**src/rtl/uart_pkg.sv**
```systemverilog
// Shared UART definitions: receiver state encoding, line idle level and default oversampling.
// Used by uart_rx and uart_sync2 and shareable with uart_clk_gen.
package uart_pkg;

   localparam logic        IDLE_LEVEL         = 1'b1;
   localparam int unsigned DEFAULT_OVERSAMPLE = 16;

   typedef enum logic [2:0] {
      StIdle,
      StStart,
      StData,
      StParity,
      StStop,
      StWaitHigh
   } rx_state_t;

endpackage

```
**src/rtl/uart_sync2.sv**
```systemverilog
// Two-flop synchronizer for the asynchronous serial line; both flops reset to the idle level.
module uart_sync2
   import uart_pkg::*;
(
   input  logic clk_i,
   input  logic rst_i,
   input  logic d_i,
   output logic q_o
);

   logic meta_q;
   logic sync_q;

   always_ff @(posedge clk_i) begin
      if (rst_i) begin
         meta_q <= IDLE_LEVEL;
         sync_q <= IDLE_LEVEL;
      end else begin
         meta_q <= d_i;
         sync_q <= meta_q;
      end
   end

   assign q_o = sync_q;

endmodule

```
**src/rtl/uart_rx.sv**
```systemverilog
// Oversampling UART receiver: start-bit glitch rejection, mid-bit sampling, line-break lockout.
// Define UART_RX_PARITY_EN to add an even-parity bit and the Parity_error output.
module uart_rx
   import uart_pkg::*;
#(
   parameter int unsigned DATA_BITS  = 8,
   parameter int unsigned OVERSAMPLE = DEFAULT_OVERSAMPLE
) (
   input  logic                 Sys_clock,
   input  logic                 reset,
   input  logic                 Sample_en,
   input  logic                 Rx,
   output logic [DATA_BITS-1:0] Data_out,
   output logic                 Data_valid,
   output logic                 Framing_error,
`ifdef UART_RX_PARITY_EN
   output logic                 Parity_error,
`endif
   output logic                 Busy
);

   localparam int unsigned TickW = $clog2(OVERSAMPLE);
   localparam int unsigned BitW  = $clog2(DATA_BITS + 1);

   localparam logic [TickW-1:0] HalfLast = TickW'(OVERSAMPLE / 2 - 1);
   localparam logic [TickW-1:0] FullLast = TickW'(OVERSAMPLE - 1);
   localparam logic [BitW-1:0]  BitLast  = BitW'(DATA_BITS - 1);

`ifdef UART_RX_PARITY_EN
   localparam rx_state_t AfterData = StParity;
`else
   localparam rx_state_t AfterData = StStop;
`endif

   rx_state_t            state_q;
   logic [TickW-1:0]     tick_q;
   logic [BitW-1:0]      bit_q;
   logic [DATA_BITS-1:0] shift_q;
   logic [DATA_BITS-1:0] data_q;
   logic                 valid_q;
   logic                 ferr_q;
   logic                 busy_q;
   logic                 rx_s;
`ifdef UART_RX_PARITY_EN
   logic                 perr_q;
   logic                 par_bad_q;
`endif

   uart_sync2 u_sync (
      .clk_i (Sys_clock),
      .rst_i (reset),
      .d_i   (Rx),
      .q_o   (rx_s)
   );

   always_ff @(posedge Sys_clock) begin
      if (reset) begin
         state_q   <= StIdle;
         tick_q    <= '0;
         bit_q     <= '0;
         shift_q   <= '0;
         data_q    <= '0;
         valid_q   <= 1'b0;
         ferr_q    <= 1'b0;
         busy_q    <= 1'b0;
`ifdef UART_RX_PARITY_EN
         perr_q    <= 1'b0;
         par_bad_q <= 1'b0;
`endif
      end else begin
         valid_q <= 1'b0;
         ferr_q  <= 1'b0;
`ifdef UART_RX_PARITY_EN
         perr_q  <= 1'b0;
`endif
         if (Sample_en) begin
            unique case (state_q)
               StIdle: begin
                  if (rx_s != IDLE_LEVEL) begin
                     state_q <= StStart;
                     busy_q  <= 1'b1;
                     tick_q  <= '0;
                  end
               end
               StStart: begin
                  if (tick_q == HalfLast) begin
                     tick_q <= '0;
                     // A start bit that is gone by mid-bit was a glitch.
                     if (rx_s == IDLE_LEVEL) begin
                        state_q <= StIdle;
                        busy_q  <= 1'b0;
                     end else begin
                        state_q <= StData;
                        bit_q   <= '0;
                     end
                  end else begin
                     tick_q <= tick_q + TickW'(1);
                  end
               end
               StData: begin
                  if (tick_q == FullLast) begin
                     tick_q  <= '0;
                     shift_q <= {rx_s, shift_q[DATA_BITS-1:1]};
                     if (bit_q == BitLast) begin
                        bit_q   <= '0;
                        state_q <= AfterData;
                     end else begin
                        bit_q <= bit_q + BitW'(1);
                     end
                  end else begin
                     tick_q <= tick_q + TickW'(1);
                  end
               end
`ifdef UART_RX_PARITY_EN
               StParity: begin
                  if (tick_q == FullLast) begin
                     tick_q    <= '0;
                     par_bad_q <= rx_s ^ (^shift_q);
                     state_q   <= StStop;
                  end else begin
                     tick_q <= tick_q + TickW'(1);
                  end
               end
`endif
               StStop: begin
                  if (tick_q == FullLast) begin
                     tick_q <= '0;
                     if (rx_s == IDLE_LEVEL) begin
                        state_q <= StIdle;
                        busy_q  <= 1'b0;
`ifdef UART_RX_PARITY_EN
                        if (par_bad_q) begin
                           perr_q <= 1'b1;
                        end else begin
                           data_q  <= shift_q;
                           valid_q <= 1'b1;
                        end
`else
                        data_q  <= shift_q;
                        valid_q <= 1'b1;
`endif
                     end else begin
                        // Hold off restart until the line break ends.
                        state_q <= StWaitHigh;
                        ferr_q  <= 1'b1;
                     end
                  end else begin
                     tick_q <= tick_q + TickW'(1);
                  end
               end
               StWaitHigh: begin
                  if (rx_s == IDLE_LEVEL) begin
                     state_q <= StIdle;
                     busy_q  <= 1'b0;
                  end
               end
               default: begin
                  state_q <= StIdle;
                  busy_q  <= 1'b0;
               end
            endcase
         end
      end
   end

   assign Data_out      = data_q;
   assign Data_valid    = valid_q;
   assign Framing_error = ferr_q;
   assign Busy          = busy_q;
`ifdef UART_RX_PARITY_EN
   assign Parity_error  = perr_q;
`endif

endmodule
```
**config.mk**
```make
export PLATFORM = sky130hd
export DESIGN_NAME = uart_rx
export DESIGN_NICKNAME = d
export VERILOG_FILES = /design/src/rtl/uart_pkg.sv /design/src/rtl/uart_sync2.sv /design/src/rtl/uart_rx.sv
export SDC_FILE = /design/constraint.sdc
export NUM_CORES = 1
export LEC_CHECK = 0
export CORE_ASPECT_RATIO = 1.2
export CORE_MARGIN = 1.5
export CORE_UTILIZATION = 50
export DETAILED_ROUTE_END_ITERATION = 16
export GPL_TIMING_DRIVEN = 0
export PLACE_DENSITY = 0.71
export SLEW_MARGIN = 30
export SYNTH_ARGS = -nofsm -noshare
export SYNTH_HDL_FRONTEND = slang
export SYNTH_HIERARCHICAL = 1
export SYNTH_SLANG_ARGS = --single-unit
export TNS_END_PERCENT = 5
```
**constraint.sdc**
```tcl
create_clock -name Sys_clock -period 2.39 [get_ports Sys_clock]
set_input_delay 0.239 -clock Sys_clock [delete_from_list [all_inputs] [get_ports Sys_clock]]
set_output_delay 0.239 -clock Sys_clock [all_outputs]
set_load 0.1 [all_outputs]
```
# After elaboration in Yosys (flattened, before gate mapping)

Cells that the tools add are included.

Output and inout port bits: 11
Bits of input ports: 4
Register bits after elaboration: 32
Word-level logic and storage cells: 65

Bitwise operators: 4
Muxes and demuxes: 24
Add/sub/neg operators: 2
Reduce and logical (&&, ||, !) cells: 11
Equality and inequality tests: 14

Operators with widths:

| kind                                                   | number |
|---|---|
| 2-to-1 mux 4 bit                                       | 6 |
| 2-to-1 mux 3 bit                                       | 7 |
| one-hot mux 3 bit (5 select lines)                     | 1 |
| inequality test 2 bit (second input constant)          | 6 |
| one-hot mux 4 bit (3 select lines)                     | 1 |
| AND reduction 5 bit                                    | 2 |
| adder 4 x 1 -> 4 bit (second input constant)           | 2 |
| == test 4 x 3 -> 1 bit (second input constant)         | 2 |
| one-hot mux 4 bit (2 select lines)                     | 1 |
| AND reduction 7 bit                                    | 1 |
| == test 3 bit (second input constant)                  | 2 |
| 2-to-1 mux 1 bit                                       | 6 |
| AND reduction 3 bit                                    | 2 |
| one-hot mux 1 bit (5 select lines)                     | 1 |
| == test 4 bit (second input constant)                  | 1 |
| inverter 1 bit                                         | 4 |
| AND reduction 4 bit                                    | 1 |
| OR reduction 4 bit                                     | 1 |
| == test 3 x 1 -> 1 bit (second input constant)         | 1 |
| == test 3 x 2 -> 1 bit (second input constant)         | 1 |
| logical NOT 3 bit                                      | 1 |
| nonzero test 3 bit                                     | 1 |
| 2-to-1 mux 2 bit                                       | 1 |
| inequality test 2 x 1 -> 1 bit (second input constant) | 1 |
| 2 further kinds                                        | 2 |

# Depth between registers and ports, before layout

Gate-level depths: netlist of run 1.

Depth in word-level cells: 4
Depth in mapped cells: 6
Depth with buffers taken out: 5

# Cells and area by module

The synthesis of run 1 kept the hierarchy.

Modules (own cells, without submodules):

| module     | area an instance (um^2) | cells each | seq. area each (um^2) | times used |
|---|---|---|---|---|
| uart_rx    | 1502.7                  | 161        | 600.6                 | 1 |
| uart_sync2 | 52.6                    | 4          | 40.0                  | 1 |

# Worst setup path after synthesis of run 1

Ideal clock, no wire load.

Path type: reg-to-reg
Start point: reg tick_q[0]
End point: reg tick_q[3]
Stages on the path, launching flop included: 6
Data required time: 2316 ps
Arrival: 1617 ps
Path buffers: 0
Setup slack: 699 ps
Cell sequence: dfxtp_1 ha_1 and3b_1 o32a_1 or4_1 a31oi_1

Cells in the longest elaborated chain, start to end: 3

Ends and longest elaborated chain:

| what                                               | line                                          | text |
|---|---|---|
| start, declared                                    | uart_rx.sv:36                                 | `logic [TickW-1:0] tick_q;` |
| start signal, assigned                             | uart_rx.sv:97                                 | `tick_q <= tick_q + TickW'(1);` |
| start signal, assigned                             | uart_rx.sv:111                                | `tick_q <= tick_q + TickW'(1);` |
| start signal, assigned                             | uart_rx.sv:148                                | `tick_q <= tick_q + TickW'(1);` |
| adder 4 x 1 -> 4 bit, or another cell as far along | uart_rx.sv:97, uart_rx.sv:111, uart_rx.sv:148 |  |
| 2-to-1 mux 4 bit (on tied branches)                | uart_rx.sv:101, uart_rx.sv:126, uart_rx.sv:86 |  |
| one-hot mux 4 bit (3 select lines) (*)             | uart_rx.sv:77                                 | `unique case (state_q)` |

Mark *: on every way between the ends. The rest lies on a longest branch, timed or not.
A chain may end at the register's enable or synchronous reset.

# Worst setup path in the final report of run 1

Start point: reg data_q[1], in the netlist Data_out[1]
End point: out Data_out[1]

RTL lines:

| what                   | line           | text |
|---|---|---|
| start, declared        | uart_rx.sv:39  | `logic [DATA_BITS-1:0] data_q;` |
| start signal, assigned | uart_rx.sv:139 | `data_q <= shift_q;` |
| end, declared          | uart_rx.sv:13  | `output logic [DATA_BITS-1:0] Data_out,` |

No word-level cell between the ends.

==> impl_metrics.csv, run 1 <==
group,metric,value,unit
timing,finalCritPeriodShare,86.1,%
global_route,grt_pass1_wl,5330,um
power_and_ir_drop,p_clk_share,30.8,%
cells_and_area,area_growth,15.9,%
critical_path,cp_top_family,"buffers and inverters",
drt,drtIter0Drc,25,
global_route,globalRouteTotalUtil,21.2,%
drt,firstDrtPassIters,4,
timing,tightest_slew,0.968,ns
floorplanning,die_h,64.1,um
cts,cts_sinks,32,
critical_path,critPathBufInv,1,
yosys,syn-cell-area,0.00156,mm2
drt,vias,1253,
timing,rsz0062_at_grt,"no",
drt,drc,0,
global_route,grt_max_degree,11,
cts,clk_latency,0.33,ns
flow_run,cap_violations,0,
critical_path,cp.required,2.15,ns
timing,setup_slack,0.332,ns
power_and_ir_drop,p_seq_share,52.1,%
cts,post_cts_buffers,0,
timing,final_hold_viol_count,0,
floorplanning,core-area,0.00300,mm2
cells_and_area,mostFrequentLayoutCells,"dfxtp_1, nor2_1, mux2i_1",
critical_path,worst_setup_path_start_kind,"flip-flop",
critical_path,path_cells,"clkdlybuf4s50_1",
power_and_ir_drop,internal_power,759,uW
critical_path,cp-end-kind,"output port",
yosys,synth_cells,165,
cts,clk_pin_slew_worst_paths,0.11,ns
floorplanning,io_pins,15,
cts,clockBufferDepth,2,
cells_and_area,fin_nets,192,
power_and_ir_drop,power_leakage,0.736,nW
place,dpl_worst_slack,0.482,ns
place,dpl.hpwl,2170,um
drt,antenna_left,0,
floorplanning,dieArea,0.00346,mm2
cts,cts_tree,"yes",
critical_path,worstReg2RegStart,"tick_q[0]$_SDFFE_PP0P_",
cells_and_area,fin_cells,223,
yosys,synth_flop_cell,"dfxtp_1",
timing,fmax,486,MHz
global_route,grt_pass1_vias,1230,
cts,hold_buffers,0,
critical_path,cp.depth,1,
critical_path,crit_path_top_delay_cell,"clkdlybuf4s50_1",
floorplanning,start_util,51.8,%
drt,vias_per_cell,5.62,
status,outcome,"completed",
critical_path,cp_max_fo,2,
critical_path,critPathLaunch,"Data_out[1]$_SDFFE_PP0P_",
critical_path,crit_type,"flip-flop to output port",
power_and_ir_drop,netSwitchingPower,307,uW
drt,routedWlPerCell,13.8,um
power_and_ir_drop,netSwitchingFraction,28.8,%
timing,finalSetupTns,0,ns
power_and_ir_drop,comb_power_share,17.1,%
critical_path,ff2ff_path_depth,5,
cts,cts_made_buffers,5,
place,io_buffers,14,
global_route,grt_overflow_total,0,
timing,skew,0.0109,ns
yosys,synth-edff-count,0,
cts,cts_root_buf,"clkbuf_4",
yosys,ys_seq_area_share,41.2,%
cells_and_area,num_antenna_cells,0,
cells_and_area,nFillCells,268,
floorplanning,die_w,53.9,um
power_and_ir_drop,cellPowerDensity,591,mW/mm2
yosys,synth_nets,171,
cts,htreeDepth,2,
cells_and_area,drive_above_1_share,12.3,%
timing,finalMaxSlewViolations,0,
floorplanning,num_rows,22,
timing,setup_viol,0,
drt,wl,3070,um
yosys,synth.distinct_cells,47,
cts,cts_resized,0,
yosys,ys_warn_count,6,
place,place_congestion,0.771,
critical_path,cpPeakStageDelay,1.14,ns
cells_and_area,layout_commonest_cell,"dfxtp_1",
critical_path,arrival,1.82,ns
critical_path,reg2reg_to,"state_q[1]$_SDFFE_PP0P_",
global_route,antenna_found_initial,0,
yosys,avgSynthCellArea,9.43,um2
yosys,async_flop_share,0,%
power_and_ir_drop,ir_drop,489,uV
yosys,synth_seq_cells,32,
place,placed_cells,215,
timing,fin_crit,2.06,ns
cells_and_area,utilization,60.1,%
timing,max_slew_margin,35.3,%
critical_path,critical_path.endpoint,"Data_out[1]",
timing,whs,0.416,ns
hold_path,hold_path.class,"flip-flop to flip-flop",
critical_path,r2r_slack,0.46,ns
-- cell usage after synthesis, drive strengths merged, types with 2 or more instances --
master | instances | area (um2)
or3 | 2 | 13.8
and3b | 2 | 17.5
and3 | 2 | 12.5
or4b | 2 | 23.8
a21oi | 5 | 25.0
inv | 5 | 18.8
and2 | 2 | 12.5
nor3b | 2 | 15.0
dfxtp | 32 | 641
ha | 2 | 25.0
o21a | 2 | 15.0
clkbuf | 4 | 15.0
or2 | 2 | 12.5
o31ai | 3 | 22.5
nor2 | 21 | 78.8
a31oi | 2 | 12.5
a41o | 2 | 20.0
nor3 | 5 | 25.0
buf | 7 | 52.5
o21ai | 6 | 30.0
mux2i | 20 | 200
o311a | 2 | 20.0
nand3 | 8 | 40.0
nand2 | 6 | 22.5
-- power by group through the flow --
stage               clock network, mW  registers (mW)  logic, mW
floorplan                           0           0.573      0.133
global placement                    0           0.566      0.179
detailed placement                  0           0.567      0.180
CTS                             0.343           0.555      0.180
global route                    0.367           0.557      0.199
finish                          0.329           0.555      0.182
-- registers in the layout (all words and copies together), names as in the netlist --
| register | flops |
|---|---|
| Data_out | 8 |
| u_sync/meta_q | 1 |
| shift_q | 8 |
| Busy | 1 |
| state_q | 3 |
| Data_valid | 1 |
| Framing_error | 1 |
| u_sync/q_o | 1 |
| bit_q | 4 |
| tick_q | 4 |
-- worst min path at each step --
stage,from,to,slack (ns),cells after the start
floorplan,reset,u_sync/meta_q$_SDFF_PP1_,0.34,1
global placement,u_sync/meta_q$_SDFF_PP1_,u_sync/q_o$_SDFF_PP1_,0.39,1
detailed placement,u_sync/meta_q$_SDFF_PP1_,u_sync/q_o$_SDFF_PP1_,0.39,1
CTS,u_sync/meta_q$_SDFF_PP1_,u_sync/q_o$_SDFF_PP1_,0.42,1
global route,Rx,u_sync/meta_q$_SDFF_PP1_,0.47,2
finish,u_sync/meta_q$_SDFF_PP1_,u_sync/q_o$_SDFF_PP1_,0.42,1
-- area by class of cell --
| class | count | area, um2 | share of cell area (%) |
|---|---|---|---|
| Buffer | 11 | 67.6 | 3.75 |
| Multi-Input combinational cell | 117 | 828 | 45.9 |
| Clock inverter | 1 | 7.51 | 0.416 |
| Clock buffer | 7 | 55.1 | 3.05 |
| Timing Repair Buffer | 14 | 140 | 7.77 |
| Inverter | 5 | 18.8 | 1.04 |
| Sequential cell | 32 | 641 | 35.5 |
| Tap cell | 36 | 45.0 | 2.50 |
-- metal layers --
layer	vias to the layer above	wire length (um)	global-route usage [%]	part of all wire, %
li1	639	-	-	-
met1	583	1400	26.2	46
met2	25	1500	33.7	49
met3	6	111	5.61	3.6
met4	0	52	9.29	1.7
met5	-	0	0	0
-- stage by stage --
stage               power, mW  area [um2]
CTS                      1.08        1800
global placement        0.745        1740
finish                   1.07        1800
floorplan               0.706        1560
global route             1.12        1800
detailed placement      0.747        1740
-- kinds of logic (layout without fill, tap and decap cells) --
| group | after synthesis | after routing | synth area share, % |
|---|---|---|---|
| AO/OA/AOI/OAI | 32 | 32 | 16.7 |
| XOR/XNOR | 2 | 2 | 1.13 |
| flip-flops | 32 | 32 | 41.2 |
| AND/OR/NAND/NOR | 61 | 61 | 20.9 |
| multiplexers | 20 | 20 | 12.9 |
| buffers and inverters | 16 | 38 | 5.55 |
| adder cells (fa/ha/maj) | 2 | 2 | 1.61 |
Power figures use the tool's default switching activity.
==> run 2, diff against run 1 <==
--- a/config.mk
+++ b/config.mk
@@ -10,7 +10,8 @@
 export CORE_UTILIZATION = 50
 export DETAILED_ROUTE_END_ITERATION = 16
 export GPL_TIMING_DRIVEN = 0
-export PLACE_DENSITY = 0.71
+export MAX_ROUTING_LAYER = met4
+export PLACE_DENSITY = 0.74
 export SLEW_MARGIN = 30
 export SYNTH_ARGS = -nofsm -noshare
 export SYNTH_HDL_FRONTEND = slang
==> impl_metrics.csv, run 2 (synthesized netlist as in run 1, its figures left out) <==
group,metric,value,unit
power_and_ir_drop,p_seq_share,51.9,%
power_and_ir_drop,power,1.07,mW
timing,skew,0.00680,ns
cells_and_area,fin_nets,192,
critical_path,worst_setup_path_start_kind,"flip-flop",
drt,drtIter0Drc,41,
place,dpl.hpwl,2260,um
cts,cts_resized,0,
power_and_ir_drop,p_clk_share,31.0,%
cells_and_area,layout_commonest_cell,"dfxtp_1",
timing,setup_viol,0,
global_route,grt_max_degree,11,
cells_and_area,nFillCells,268,
timing,rsz0062_at_grt,"no",
drt,drc,0,
timing,finalMaxSlewViolations,0,
drt,vias_per_cell,5.76,
critical_path,cp_top_family,"buffers and inverters",
drt,antenna_left,0,
cells_and_area,area_growth,15.9,%
critical_path,arrival,1.84,ns
timing,tightest_slew,0.978,ns
power_and_ir_drop,netSwitchingFraction,29.2,%
timing,fin_crit,2.08,ns
cts,clk_pin_slew_worst_paths,0.10,ns
cts,cts_root_buf,"clkbuf_4",
global_route,grt_pass1_wl,5420,um
drt,wl,3200,um
drt,routedWlPerCell,14.3,um
cells_and_area,fin_cells,223,
cts,clockBufferDepth,2,
timing,fmax,481,MHz
power_and_ir_drop,cellPowerDensity,594,mW/mm2
cts,clk_latency,0.34,ns
cts,cts_sinks,32,
floorplanning,num_rows,22,
cts,htreeDepth,2,
power_and_ir_drop,power_leakage,0.736,nW
floorplanning,die_h,64.1,um
floorplanning,die_w,53.9,um
global_route,grt_overflow_total,0,
floorplanning,dieArea,0.00346,mm2
power_and_ir_drop,ir_drop,522,uV
floorplanning,core-area,0.00300,mm2
cells_and_area,drive_above_1_share,12.3,%
place,place_congestion,0.818,
floorplanning,io_pins,15,
hold_path,hold_path.class,"flip-flop to flip-flop",
critical_path,cp-end-kind,"output port",
cts,cts_made_buffers,5,
critical_path,crit_path_top_delay_cell,"clkdlybuf4s50_1",
cells_and_area,mostFrequentLayoutCells,"dfxtp_1, nor2_1, mux2i_1",
power_and_ir_drop,comb_power_share,17.2,%
critical_path,r2r_slack,0.39,ns
timing,max_slew_margin,34.6,%
global_route,grt_pass1_vias,1239,
cts,hold_buffers,0,
power_and_ir_drop,internal_power,759,uW
critical_path,critPathBufInv,1,
place,placed_cells,215,
critical_path,cp.required,2.15,ns
drt,vias,1285,
critical_path,cpPeakStageDelay,1.15,ns
status,outcome,"completed",
critical_path,cp_max_fo,2,
cells_and_area,num_antenna_cells,0,
drt,firstDrtPassIters,4,
cts,post_cts_buffers,0,
floorplanning,start_util,51.8,%
global_route,globalRouteTotalUtil,22.1,%
timing,finalSetupTns,0,ns
critical_path,crit_type,"flip-flop to output port",
place,io_buffers,14,
global_route,antenna_found_initial,0,
critical_path,path_cells,"clkdlybuf4s50_1",
cts,cts_tree,"yes",
timing,final_hold_viol_count,0,
flow_run,cap_violations,0,
timing,finalCritPeriodShare,87.0,%
power_and_ir_drop,netSwitchingPower,313,uW
## run 2: layout make-up
type | count | area, um2 | area share [%]
Sequential cell | 32 | 641 | 35.5
Inverter | 5 | 18.8 | 1.04
Clock inverter | 1 | 7.51 | 0.416
Tap cell | 36 | 45.0 | 2.50
Timing Repair Buffer | 14 | 140 | 7.77
Multi-Input combinational cell | 117 | 828 | 45.9
Clock buffer | 7 | 55.1 | 3.05
Buffer | 11 | 67.6 | 3.75
## run 2: power groups by stage
stage	sequential, mW	clock (mW)	combinational [mW]
floorplan	0.573	0	0.133
global placement	0.567	0	0.177
detailed placement	0.567	0	0.181
CTS	0.555	0.341	0.182
global route	0.557	0.366	0.200
finish	0.556	0.332	0.184
## run 2: worst paths after layout
| kind | from | endpoint | depth (start not counted) |
|---|---|---|---|
| worst max-delay path | Data_out[7]$_SDFFE_PP0P_ | Data_out[7] | 1 |
| worst min-delay path | u_sync/meta_q$_SDFF_PP1_ | u_sync/q_o$_SDFF_PP1_ | 1 |
| worst max register to register | tick_q[0]$_SDFFE_PP0P_ | state_q[1]$_SDFFE_PP0P_ | 5 |
| worst min register to register | u_sync/meta_q$_SDFF_PP1_ | u_sync/q_o$_SDFF_PP1_ | 1 |
## run 2: per-layer routing
layer  share of wire, %  GRT usage, %
met1                 43          25.0
met5                  0             -
met4                1.6          9.29
met2                 51          36.1
met3                4.9          5.14
## run 2: stage by stage
step	hold WS [ns]	setup slack, ns	instance area, um2	utilization [%]
floorplan	0.336	0.699	1560	-
global placement	0.389	0.502	1740	58.0
detailed placement	0.407	0.474	1740	58.0
CTS	0.431	0.291	1800	60.1
global route	0.441	0.269	1800	60.1
finish	0.423	0.312	1800	60.1
